===== config.mk =====
export PLATFORM = sky130hd
export DESIGN_NAME = instr_fetch_stage
export DESIGN_NICKNAME = d
export VERILOG_FILES = /design/src/rtl/instr_fetch_stage.sv
export SDC_FILE = /design/constraint.sdc
export NUM_CORES = 1
export LEC_CHECK = 0
export ABC_CLOCK_PERIOD_IN_PS = 2500
export CORE_MARGIN = 1
export CORE_UTILIZATION = 44
export CTS_CLUSTER_SIZE = 30
export DETAILED_ROUTE_END_ITERATION = 7
export PLACE_DENSITY = 0.8
export SYNTH_ARGS = -nofsm -noshare
export SYNTH_HDL_FRONTEND = slang
export SYNTH_SLANG_ARGS = --single-unit

===== constraint.sdc =====
create_clock -name clk -period 2.5 [get_ports clk]
set_input_delay 0.25 -clock clk [delete_from_list [all_inputs] [get_ports clk]]
set_output_delay 0.25 -clock clk [all_outputs]
set_load 0.02 [all_outputs]

===== src/rtl/instr_fetch_stage.sv =====
// Fetch stage of the 16-bit-instruction lab CPU.
// Owns the PC, drives the instruction RAM byte address and captures the
// returned word into the fetch/decode pipeline register (IR, PC, PC+2, valid).
// Handles decode stalls, branch/jump redirects with flush, and halt on a
// dedicated halt encoding. A saturating counter tracks issued instructions.
module instr_fetch_stage #(
  parameter int                  ADDR_W    = 8,
  parameter int                  INSTR_W   = 16,
  parameter logic [ADDR_W-1:0]   RESET_PC  = 8'h00,
  parameter logic [INSTR_W-1:0]  HALT_WORD = 16'h0000,
  parameter int                  CNT_W     = 16
) (
  input  logic               clk,
  input  logic               reset,
  output logic [ADDR_W-1:0]  imem_addr,
  input  logic [INSTR_W-1:0] imem_data,
  input  logic               stall,
  input  logic               redirect,
  input  logic [ADDR_W-1:0]  redirect_pc,
  output logic [INSTR_W-1:0] ir_out,
  output logic [ADDR_W-1:0]  pc_out,
  output logic [ADDR_W-1:0]  npc_out,
  output logic               valid_out,
  output logic               halted,
  output logic [CNT_W-1:0]   fetch_count
);

  typedef enum logic [1:0] {
    BOOT = 2'd0,
    RUN  = 2'd1,
    HALT = 2'd2
  } state_t;

  localparam logic [ADDR_W-1:0] PC_STEP = ADDR_W'(2);
  localparam logic [CNT_W-1:0]  CNT_MAX = '1;

  state_t             state, state_nxt;
  logic [ADDR_W-1:0]  pc, pc_nxt;
  logic [INSTR_W-1:0] ir_nxt;
  logic [ADDR_W-1:0]  pc_out_nxt;
  logic [ADDR_W-1:0]  npc_nxt;
  logic               valid_nxt;
  logic               halted_nxt;
  logic [CNT_W-1:0]   count_nxt;

  // The RAM address is the PC register itself, so it only moves on clock
  // edges or reset and never follows input glitches.
  assign imem_addr = pc;

  // Next-state and next-register computation, in edge priority order:
  // redirect, then per-state behaviour (stall, halt detect, normal fetch).
  always_comb begin
    // NOTE: every signal gets a hold value first so no path leaves it
    // unassigned; a missing default here would infer a latch.
    state_nxt  = state;
    pc_nxt     = pc;
    ir_nxt     = ir_out;
    pc_out_nxt = pc_out;
    npc_nxt    = npc_out;
    valid_nxt  = valid_out;
    halted_nxt = halted;
    count_nxt  = fetch_count;

    if (redirect) begin
      // Flush the word in flight; IR/PC_OUT keep their old contents.
      pc_nxt     = {redirect_pc[ADDR_W-1:1], 1'b0};
      valid_nxt  = 1'b0;
      halted_nxt = 1'b0;
      state_nxt  = RUN;
    end else begin
      unique case (state)
        BOOT: begin
          // RAM is loaded during reset; spend one cycle before fetching.
          state_nxt = RUN;
        end
        RUN: begin
          if (!stall) begin
            if (imem_data == HALT_WORD) begin
              valid_nxt  = 1'b0;
              halted_nxt = 1'b1;
              state_nxt  = HALT;
            end else begin
              ir_nxt     = imem_data;
              pc_out_nxt = pc;
              npc_nxt    = pc + PC_STEP;
              valid_nxt  = 1'b1;
              pc_nxt     = pc + PC_STEP;
              if (fetch_count != CNT_MAX) begin
                count_nxt = fetch_count + CNT_W'(1);
              end
            end
          end
        end
        HALT: begin
          valid_nxt = 1'b0;
        end
        default: begin
          state_nxt = BOOT;
        end
      endcase
    end
  end

  // State and pipeline registers with asynchronous clear.
  always_ff @(posedge clk or posedge reset) begin
    // NOTE: sequential state uses non-blocking assignments so every register
    // samples pre-edge values regardless of statement order.
    if (reset) begin
      state       <= BOOT;
      pc          <= RESET_PC;
      ir_out      <= '0;
      pc_out      <= '0;
      npc_out     <= '0;
      valid_out   <= 1'b0;
      halted      <= 1'b0;
      fetch_count <= '0;
    end else begin
      state       <= state_nxt;
      pc          <= pc_nxt;
      ir_out      <= ir_nxt;
      pc_out      <= pc_out_nxt;
      npc_out     <= npc_nxt;
      valid_out   <= valid_nxt;
      halted      <= halted_nxt;
      fetch_count <= count_nxt;
    end
  end

endmodule


# Yosys cells after proc, flatten, opt, wreduce, memory -nomap -nowiden
# Index checks and enable logic that the tools add are counted.
dict set report op_classes {
  addsub 2
  eq_ne 8
  mux 16
  n_bitwise 3
  n_reduce_logical 11
}
# operator n
set op_table {}
lappend op_table {{2-to-1 mux 8 bit} 4}
lappend op_table {{adder 16 x 1 -> 16 bit (second input constant)} 1}
lappend op_table {{zero test 16 bit} 1}
lappend op_table {{inequality test 16 bit (second input constant)} 1}
lappend op_table {{AND reduction 3 bit} 3}
lappend op_table {{adder 8 x 2 -> 8 bit (second input constant)} 1}
lappend op_table {{2-to-1 mux 1 bit} 7}
lappend op_table {{2-to-1 mux 2 bit} 3}
lappend op_table {{inequality test 3 bit (second input constant)} 2}
lappend op_table {{case mux 2 bit (3 select lines)} 1}
lappend op_table {{AND reduction 5 bit} 1}
lappend op_table {{inequality test 2 bit (second input constant)} 2}
lappend op_table {{AND reduction 4 bit} 1}
lappend op_table {{nonzero test 2 bit} 2}
lappend op_table {{inverter 1 bit} 3}
lappend op_table {{nonzero test 3 bit} 1}
lappend op_table {{equality test 2 x 1 -> 1 bit (second input constant)} 1}
lappend op_table {{equality test 2 bit (second input constant)} 1}
lappend op_table {{zero test 2 bit} 1}
lappend op_table {{inequality test 2 x 1 -> 1 bit (second input constant)} 1}
lappend op_table {{case mux 1 bit (2 select lines)} 1}
lappend op_table {{AND reduction 2 bit} 1}
dict set report word_totals {
  regBits 60
  input_bits 28
  output_inout_bits 58
  wordCells 48
}

# Depth between registers and ports, before layout
# Gate-level depths: netlist of the first run.
dict set report logic_depth {
  word_depth 5
  depth_mapped 8
  ltp_nobuf 6
}

# Least setup slack after synthesis of the first run
# No wires, ideal clock.
dict set report synth_path {
  path_kind {register to register}
  from {reg fetch_count[0]}
  to {reg fetch_count[3]}
  setup_time_ns 0.134
  arrival_ns 1.622
  t_required_ns 2.366
  setup_slack_ns 0.745
  path_stages_with_launch 7
  n_path_buf 0
  synth_period_minus_slack_ns 1.755
  path_cell_list {dfrtp_1 ha_1 nand4_1 nor4_1 nor3_4 and4_1 xor2_1}
}
dict set report synth_between {
  elab_chain_cells 2
  elab_cells_between_ends 3
}
# item line
set synth_lines {}
lappend synth_lines {{start, declared} 25} ;# output logic [CNT_W-1:0] fetch_count
lappend synth_lines {{start signal, assigned} 125} ;# fetch_count <= count_nxt;
lappend synth_lines {{parallel branches: the longest is 2 deep, another holds adder 16 x 1 -> 16 bit} -}
# Several ways; the timed one is not identified.
# A chain may end at the register's enable or synchronous reset.

# Worst setup path after layout of the first run
dict set report layout_path {
  from {reg state[1]}
  to {reg fetch_count[2]}
}
dict set report layout_between {
  elab_chain_cells 2
}
# item line
set layout_lines {}
lappend layout_lines {{start, declared} 37} ;# state_t state, state_nxt;
lappend layout_lines {{start signal, assigned} 118} ;# state <= state_nxt;
lappend layout_lines {{equality test 2 x 1 -> 1 bit} 71} ;# unique case (state)
lappend layout_lines {{AND reduction 5 bit (no source line)} -}
# Every way passes these cells.

==> impl_metrics.tcl, run 1 <==
set metrics [dict create \
    slew_viol_final 0 \
    required_ns 2.74 \
    critPathBufInv 0 \
    slowest_stage "nor2_2" \
    max-vdd-ir-drop_uv 543 \
    grt_max_degree 26 \
    synth_enable_flop_cells 0 \
    pin_count 86 \
    stdcell_count 429 \
    syn_area_per_cell_um2 9.85 \
    drt_iter0_drc 108 \
    crit_type "flop to flop" \
    syn_area_um2 2610 \
    post-route-util_pct 65.6 \
    cts_root_buf "clkbuf_8" \
    place.gp.congestion 0.823 \
    tightest_slew_ns 1.05 \
    slew_headroom_pct 29.7 \
    antenna_found_initial 0 \
    fp.dieH_um 79.0 \
    clk_latency_ns 0.33 \
    cts_tree "built" \
    start_util_pct 46.6 \
    dr.pass1.iters 6 \
    total_leakage_power_nw 1.65 \
    grt_pass1_vias 2052 \
    grt_setup_unrepaired "false" \
    post_cts_buffers 0 \
    synth.distinct_cells 37 \
    drv_cap 0 \
    finalSetupTns_ns 0 \
    grtUsageTotal_pct 20.7 \
    crit_chain "nor3b_2, nand2b_2, nor2_2, a21oi_1, a31oi_1" \
    routedWlPerCell_um 13.6 \
    outcome "finished, final reports clean" \
    crit_fanout 25 \
    hpwl_mm 4.27 \
    reg2reg_to "fetch_count[2]" \
    cts_resized 0 \
    antenna_cells 0 \
    ys_ff_latch 57 \
    cp-start-kind "flop" \
    fmax_mhz 473 \
    r2r_cells 5 \
    vias_per_cell 5.05 \
    critPathArrivalTime_ns 2.35 \
    max_stage_delay_ns 0.82 \
    yosysWarnings 0 \
    vias 2166 \
    grt_pass1_wl_mm 9.72 \
    skew_ns 0.0109 \
    fin_nets 382 \
    r2r-start "state[1]" \
    route.detailed.drc 0 \
    fp.dieW_um 79.0 \
    dominantRegCellSynth "dfrtp_1" \
    drive_above_1_share_pct 9.52 \
    post-route-period-util_pct 84.5 \
    grt.overflow.total 0 \
    syn_inst 265 \
    cts.reportedPaths.clkPinSlew_ns 0.06 \
    portBuffers 81 \
    cellPowerDensity_nw_per_um2 744 \
    fin_crit_ns 2.11 \
    area_growth_pct 40.9 \
    numCtsBuffers 9 \
    wirelength_mm 5.82 \
    coreArea_um2 5610 \
    numClockSinks 57 \
    rows 27 \
    seq_area_frac_synth_pct 54.6 \
    ant_nets 0 \
    setup_viol 0 \
    reg2reg_slack_ns 0.39 \
    worst_setup_path_end_kind "flop" \
    postCtsHoldBufs 0 \
    holdCritPathClass "input port to asynchronous set/reset pin" \
    fin_hold_ws_ns 0.254 \
    clk_path_buf_depth 2 \
    dieArea_um2 6250 \
    synthArstFlopShare_pct 100 \
    cp_top_family "simple AND/OR/NAND/NOR gates" \
    htree_levels 3 \
    placed_cells 413 \
    hold_viol 0 \
]
[cell type report]
class	count	area [µm²]
Clock inverter	3	40.0
Sequential cell	57	1430
Multi-Input combinational cell	195	1100
Inverter	3	11.3
Tap cell	72	90.1
Clock buffer	13	149
Fill cell	494	1930
Timing Repair Buffer	86	861
[cells by family (layout without fill, tap and decap cells)]
family	count (synthesis)	count (layout)	share of synthesized area (%)
adders and majority gates	2	2	0.958
DFF	57	57	54.6
and+or+nand+nor	144	144	27.3
buffers and inverters	15	105	3.59
muxes	2	2	0.862
xor gates and xnor gates	23	23	7.71
other	1	3	0.144
AOI/OAI and AO/OA	21	21	4.79
[layer usage]
layer,vias up,wire (µm),track usage [%]
met2,75,2800,31.8
li1,1058,-,-
met3,14,315,6.21
met4,0,121,9.09
met5,-,0,0
met1,1019,2580,27.0
[registers in the layout, indices dropped and copies added, names as in the netlist]
name / flops
fetch_count: 16
halted: 1
imem_addr: 7
ir_out: 16
npc_out: 7
pc_out: 7
state: 2
valid_out: 1
[power breakdown]
part	total [mW]	switching (mW)	internal [mW]
Combinational	0.734	0.375	0.359
Sequential	1.18	0.126	1.05
Clock	0.824	0.338	0.485
Total	2.74	0.839	1.90
[worst max-delay path by stage]
stage / startpoint / end / slack, ns / depth (start not counted)
after global routing: state[1] / fetch_count[2] / 0.20 / 5
after CTS: state[1] / fetch_count[2] / 0.38 / 5
after detailed placement: imem_data[1] / fetch_count[2] / 0.06 / 6
after global placement: imem_data[1] / fetch_count[2] / 0.14 / 6
after floorplan: fetch_count[0] / fetch_count[3] / 0.74 / 6
final: state[1] / fetch_count[2] / 0.39 / 5
[stage by stage]
step	total power [mW]	setup slack [ns]	area [µm²]
after CTS	2.77	0.381	3680
after floorplan	1.55	0.745	2620
after global placement	1.91	0.135	3490
after detailed placement	1.94	0.0646	3490
after global routing	2.89	0.202	3680
final	2.74	0.387	3680
[Yosys cell counts, types with 3 or more instances]
cell | instances | area, µm²
and3_1 | 4 | 25.0
o21ai_0 | 3 | 15.0
xnor2_1 | 12 | 105
nor4_1 | 3 | 18.8
and4_1 | 3 | 26.3
xor2_1 | 11 | 96.3
nand3_1 | 9 | 45.0
nand4_1 | 8 | 50.1
nand2_1 | 94 | 353
dfrtp_1 | 57 | 1430
nor2_1 | 5 | 18.8
buf_4 | 6 | 45.0
a31oi_1 | 4 | 25.0
nor4_2 | 4 | 50.1
o21ai_1 | 9 | 45.0
a21oi_1 | 3 | 15.0
clkbuf_1 | 4 | 15.0
inv_1 | 3 | 11.3
[cell usage in the layout (no fill, tap or decap), types with 3 or more instances in the layout]
cell type,netlist,routed
nand2_1,94,94
clkdlybuf4s50_1,0,81
dfrtp_1,57,57
xnor2_1,12,12
xor2_1,11,11
clkbuf_8,0,10
nand3_1,9,9
o21ai_1,9,9
nand4_1,8,8
and3_1,4,4
nor4_2,4,4
nor2_1,5,4
a31oi_1,4,4
buf_4,6,4
and4_1,3,3
nor4_1,3,3
a21oi_1,3,3
o21ai_0,3,3
conb_1,1,3
clkbuf_1,4,3
Power figures use the tool's default switching activity.
==> inputs of run 2 (changes only) <==
==> config.mk (replaced) <==
export PLATFORM = sky130hd
export DESIGN_NAME = instr_fetch_stage
export DESIGN_NICKNAME = d
export VERILOG_FILES = /design/src/rtl/instr_fetch_stage.sv
export SDC_FILE = /design/constraint.sdc
export NUM_CORES = 1
export LEC_CHECK = 0
export ABC_CLOCK_PERIOD_IN_PS = 1850
export CORE_MARGIN = 1
export CORE_UTILIZATION = 41
export CTS_CLUSTER_SIZE = 30
export DETAILED_ROUTE_END_ITERATION = 7
export PLACE_DENSITY = 0.79
export SYNTH_ARGS = -nofsm -noshare
export SYNTH_HDL_FRONTEND = slang
export SYNTH_SLANG_ARGS = --single-unit
==> constraint.sdc (replaced) <==
create_clock -name clk -period 1.85 [get_ports clk]
set_input_delay 0.185 -clock clk [delete_from_list [all_inputs] [get_ports clk]]
set_output_delay 0.185 -clock clk [all_outputs]
set_load 0.02 [all_outputs]
==> impl_metrics.tcl, run 2 (same netlist as run 1, synthesis figures left out) <==
set metrics [dict create \
    fin_crit_ns 1.73 \
    antenna_found_initial 0 \
    ant_nets 0 \
    required_ns 2.10 \
    critPathArrivalTime_ns 1.99 \
    grt_setup_unrepaired "false" \
    post_cts_buffers 0 \
    seqCellArea_um2 1430 \
    numCtsBuffers 9 \
    dr.pass1.iters 4 \
    multi_input_area_um2 1110 \
    clk_latency_ns 0.33 \
    max-vdd-ir-drop_uv 490 \
    cts_tree "built" \
    vias_per_cell 4.88 \
    antenna_cells 0 \
    coreArea_um2 6030 \
    grt_pass1_wl_mm 9.64 \
    post-route-period-util_pct 93.6 \
    worst_setup_path_end_kind "flop" \
    pin_count 86 \
    holdCritPathClass "input port to asynchronous set/reset pin" \
    wirelength_mm 5.91 \
    crit_fanout 4 \
    post-route-util_pct 64.6 \
    grt_max_degree 58 \
    routedWlPerCell_um 13.2 \
    outcome "finished, final reports clean" \
    top_regs "fetch_count (16), ir_out (16)" \
    start_util_pct 43.3 \
    clk_path_buf_depth 2 \
    setup_viol 0 \
    grt.overflow.total 0 \
    postCtsHoldBufs 0 \
    route.detailed.drc 0 \
    area_growth_pct 49.0 \
    skew_ns 0.0113 \
    placed_cells 433 \
    fp.dieH_um 81.8 \
    fp.dieW_um 81.8 \
    slew_viol_final 0 \
    hpwl_mm 4.24 \
    place.gp.congestion 0.734 \
    total_leakage_power_nw 1.76 \
    grtUsageTotal_pct 19.2 \
    slowest_stage "or3b_1" \
    numClockSinks 57 \
    n_fill_cell 501 \
    vias 2189 \
    dieArea_um2 6690 \
    fmax_mhz 577 \
    crit_type "flop to flop" \
    fin_nets 399 \
    stdcell_count 449 \
    portBuffers 81 \
    grt_pass1_vias 2056 \
    crit_chain "or3b_1, a41oi_2, buf_4, nand2_1, xor2_1, o21ai_1" \
    final_cell_mix "nand2_1, clkdlybuf4s50_1, dfrtp_1" \
    htree_levels 3 \
    drt_iter0_drc 107 \
    cts_root_buf "clkbuf_8" \
    cp-start-kind "flop" \
    drv_cap 0 \
    max_stage_delay_ns 0.44 \
    rows 28 \
    final_common_cell "nand2_1" \
    drive_above_1_share_pct 14.4 \
    hold_viol 0 \
    cellPowerDensity_nw_per_um2 987 \
    cts.reportedPaths.clkPinSlew_ns 0.07 \
]
## run 2: through the flow
step                total power, mW  instance area (µm²)  hold slack [ns]  TNS (ns)  setup WS (ns)
finish                         3.84                 3890            0.228         0          0.118
global route                   4.03                 3890            0.265         0         0.0121
CTS                            3.88                 3880            0.239         0         0.0881
detailed placement             2.67                 3670            0.461     -4.44         -0.196
global placement               2.64                 3670            0.459     -2.80         -0.158
floorplan                      2.10                 2620            0.290         0         0.0949
## run 2: critical path: cells and delay by family (launching register included)
| family | cells | cell delay, ns |
|---|---|---|
| flops | 1 | 0.41 |
| xor+xnor | 1 | 0.14 |
| simple gates | 2 | 0.50 |
| buf+inv | 1 | 0.18 |
| compound gates | 2 | 0.41 |
## run 2: worst paths after layout
kind	start	end	slack, ns	cells after the start
worst min-delay path	reset	npc_out[4]	0.23	3
worst min register to register	ir_out[11]	ir_out[11]	0.47	2
max in group asynchronous	reset	fetch_count[2]	1.37	3
worst max-delay path	state[1]	imem_addr[3]	0.12	6
worst max register to register	state[1]	imem_addr[3]	0.12	6
min in group clk	redirect_pc[4]	imem_addr[4]	0.40	3
## run 2: report_power, final
part | internal (mW) | total [mW] | switching, mW
Combinational | 0.525 | 1.05 | 0.523
Clock | 0.732 | 1.20 | 0.472
Sequential | 1.42 | 1.59 | 0.167
## run 2: what timing repair did
item | in CTS | in global routing
setup endpoints to repair | 0 | 2
endpoints found under the hold margin | 0 | 0
gates resized for setup | 0 | 2
## run 2: per-layer routing
metal  wire length, µm  GRT usage [%]  vias to the layer above
met5                 0              0                        -
li1                  -              -                     1082
met2              2740           30.0                       61
met1              2750           25.4                     1037
met4               116           9.47                        0
met3               303           3.89                        9
## run 2: cell type report
class | count | share of cell area [%]
Tap cell | 75 | 2.41
Timing Repair Buffer | 103 | 26.7
Clock buffer | 14 | 4.44
Sequential cell | 57 | 36.7
Clock inverter | 2 | 0.900
Multi-Input combinational cell | 195 | 28.6
Inverter | 3 | 0.289
==> inputs of run 3 (changes only) <==
==> config.mk (replaced) <==
export PLATFORM = sky130hd
export DESIGN_NAME = instr_fetch_stage
export DESIGN_NICKNAME = d
export VERILOG_FILES = /design/src/rtl/instr_fetch_stage.sv
export SDC_FILE = /design/constraint.sdc
export NUM_CORES = 1
export LEC_CHECK = 0
export ABC_CLOCK_PERIOD_IN_PS = 2150
export CORE_MARGIN = 1
export CORE_UTILIZATION = 44
export CTS_BUF_LIST = sky130_fd_sc_hd__clkbuf_8
export CTS_CLUSTER_SIZE = 30
export DETAILED_ROUTE_END_ITERATION = 7
export PLACE_DENSITY = 0.8
export SYNTH_ARGS = -nofsm -noshare
export SYNTH_HDL_FRONTEND = slang
export SYNTH_SLANG_ARGS = --single-unit
==> constraint.sdc (replaced) <==
create_clock -name clk -period 2.15 [get_ports clk]
set_input_delay 0.215 -clock clk [delete_from_list [all_inputs] [get_ports clk]]
set_output_delay 0.215 -clock clk [all_outputs]
set_load 0.02 [all_outputs]
==> impl_metrics.tcl, run 3 (same netlist as run 1, synthesis figures left out) <==
set metrics [dict create \
    fin_nets 391 \
    clk_path_buf_depth 2 \
    pin_count 86 \
    post-route-period-util_pct 89.2 \
    slew_viol_final 0 \
    clk_latency_ns 0.34 \
    max_stage_delay_ns 0.74 \
    grt_max_degree 37 \
    grt.overflow.total 0 \
    cellPowerDensity_nw_per_um2 817 \
    p_total_mw 3.03 \
    grt_pass1_vias 2152 \
    critPathBufInv 0 \
    grtUsageTotal_pct 21.8 \
    ant_nets 0 \
    numClockSinks 57 \
    start_util_pct 46.6 \
    postCtsHoldBufs 0 \
    top_regs "fetch_count (16), ir_out (16)" \
    crit_fanout 25 \
    n_fill_cell 458 \
    r2r-start "state[1]" \
    grt_setup_unrepaired "false" \
    total_leakage_power_nw 1.69 \
    finalSetupTns_ns 0 \
    numCtsBuffers 9 \
    routedWlPerCell_um 13.7 \
    area_growth_pct 42.2 \
    crit_type "flop to flop" \
    cp_top_family "simple AND/OR/NAND/NOR gates" \
    reg2reg_to "imem_addr[2]" \
    critPathArrivalTime_ns 2.18 \
    antenna_cells 0 \
    htree_levels 3 \
    post_cts_buffers 0 \
    fp.dieH_um 79.0 \
    required_ns 2.42 \
    wirelength_mm 6.00 \
    vias 2190 \
    rows 27 \
    cp-start-kind "flop" \
    slew_headroom_pct 34.9 \
    final_common_cell "nand2_1" \
    tightest_slew_ns 0.975 \
    skew_ns 0.00674 \
    dr.pass1.iters 4 \
    hpwl_mm 4.45 \
    met2WireLength_mm 2.88 \
    hold_viol 0 \
    worst_setup_path_end_kind "flop" \
    route.detailed.drc 0 \
    outcome "finished, final reports clean" \
    cts_tree "built" \
    cts_root_buf "clkbuf_8" \
    fp.dieW_um 79.0 \
    fin_crit_ns 1.92 \
    drive_above_1_share_pct 11.0 \
    max-vdd-ir-drop_uv 586 \
    final_cell_mix "nand2_1, clkdlybuf4s50_1, dfrtp_1" \
    wl_met1_mm 2.70 \
    r2r_cells 5 \
    slowest_stage "nor2_2" \
    dp_slack_ns -0.102 \
    coreArea_um2 5610 \
    cts_resized 0 \
    fmax_mhz 521 \
    antenna_found_initial 0 \
    drv_cap 0 \
    highest_layer "met4" \
    holdCritPathClass "input port to asynchronous set/reset pin" \
    vias_per_cell 5.01 \
    dieArea_um2 6250 \
    crit_chain "nor3b_2, nand2b_2, nor2_2, nand2_1, nand3_1" \
    grt_pass1_wl_mm 10.2 \
    cts.reportedPaths.clkPinSlew_ns 0.06 \
    portBuffers 81 \
    drt_iter0_drc 128 \
    setup_viol 0 \
    post-route-util_pct 66.2 \
    dr_wl_met3_um 257 \
    place.gp.congestion 0.822 \
    setup_slack_ns 0.231 \
    reg2reg_slack_ns 0.23 \
]
==> run 3: cell count changes in the layout (fill, tap and decap cells not counted) <==
cell / before / now
nor4_2: 6 / 4
inv_1: 2 / 7
buf_4: 17 / 13
nor4_1: 1 / 3
bufinv_16: 1 / 0
clkbuf_8: 12 / 10
buf_12: 5 / 1
clkbuf_1: 2 / 0
clkinv_2: 1 / 0
==> run 3: how the worst max path moves through the flow <==
| stage | startpoint | to | slack (ns) | depth (start not counted) |
|---|---|---|---|---|
| 6_report | state[1] | imem_addr[2] | 0.23 | 5 |
| 4_1_cts | state[1] | imem_addr[2] | 0.18 | 5 |
| 2_1_floorplan | fetch_count[0] | fetch_count[3] | 0.39 | 6 |
| 3_5_place_dp | imem_data[3] | imem_addr[2] | -0.10 | 6 |
| 5_1_grt | state[1] | imem_addr[2] | 0.008 | 5 |
| 3_3_place_gp | imem_data[14] | fetch_count[2] | -0.004 | 6 |
==> run 3: per-layer routing <==
layer	global-route usage (%)	up-vias
met3	4.48	12
met1	27.8	1044
li1	-	1078
met2	35.1	56
met5	0	-
met4	11.5	0
==> run 3: area by class of cell <==
class                           instances  area [µm²]  share of cell area [%]
Sequential cell                        57        1430                    38.4
Multi-Input combinational cell        195        1100                    29.6
Timing Repair Buffer                   95         928                    25.0
Clock buffer                           10         138                    3.71
Tap cell                               72        90.1                    2.43
Clock inverter                          5        18.8                   0.505
Inverter                                3        11.3                   0.303
==> run 3: worst register-to-register path, delay by kind of cell (launching register included) <==
family           cells  cell delay [ns]
AND/OR/NAND/NOR      5             1.45
flip-flops           1             0.41
==> run 3: metrics by stage <==
stage	instances	hold slack, ns	area [µm²]
after global routing	437	0.286	3710
after global placement	422	0.458	3560
after CTS	437	0.255	3710
after detailed placement	422	0.463	3560
after floorplan	267	0.320	2620
final	437	0.234	3710
==> run 3: power by group <==
part	switching, mW	total (mW)	leakage (nW)	internal [mW]
sequential	0.149	1.37	0.721	1.23
clock	0.379	0.800	0.0985	0.421
combinational	0.436	0.859	0.873	0.424
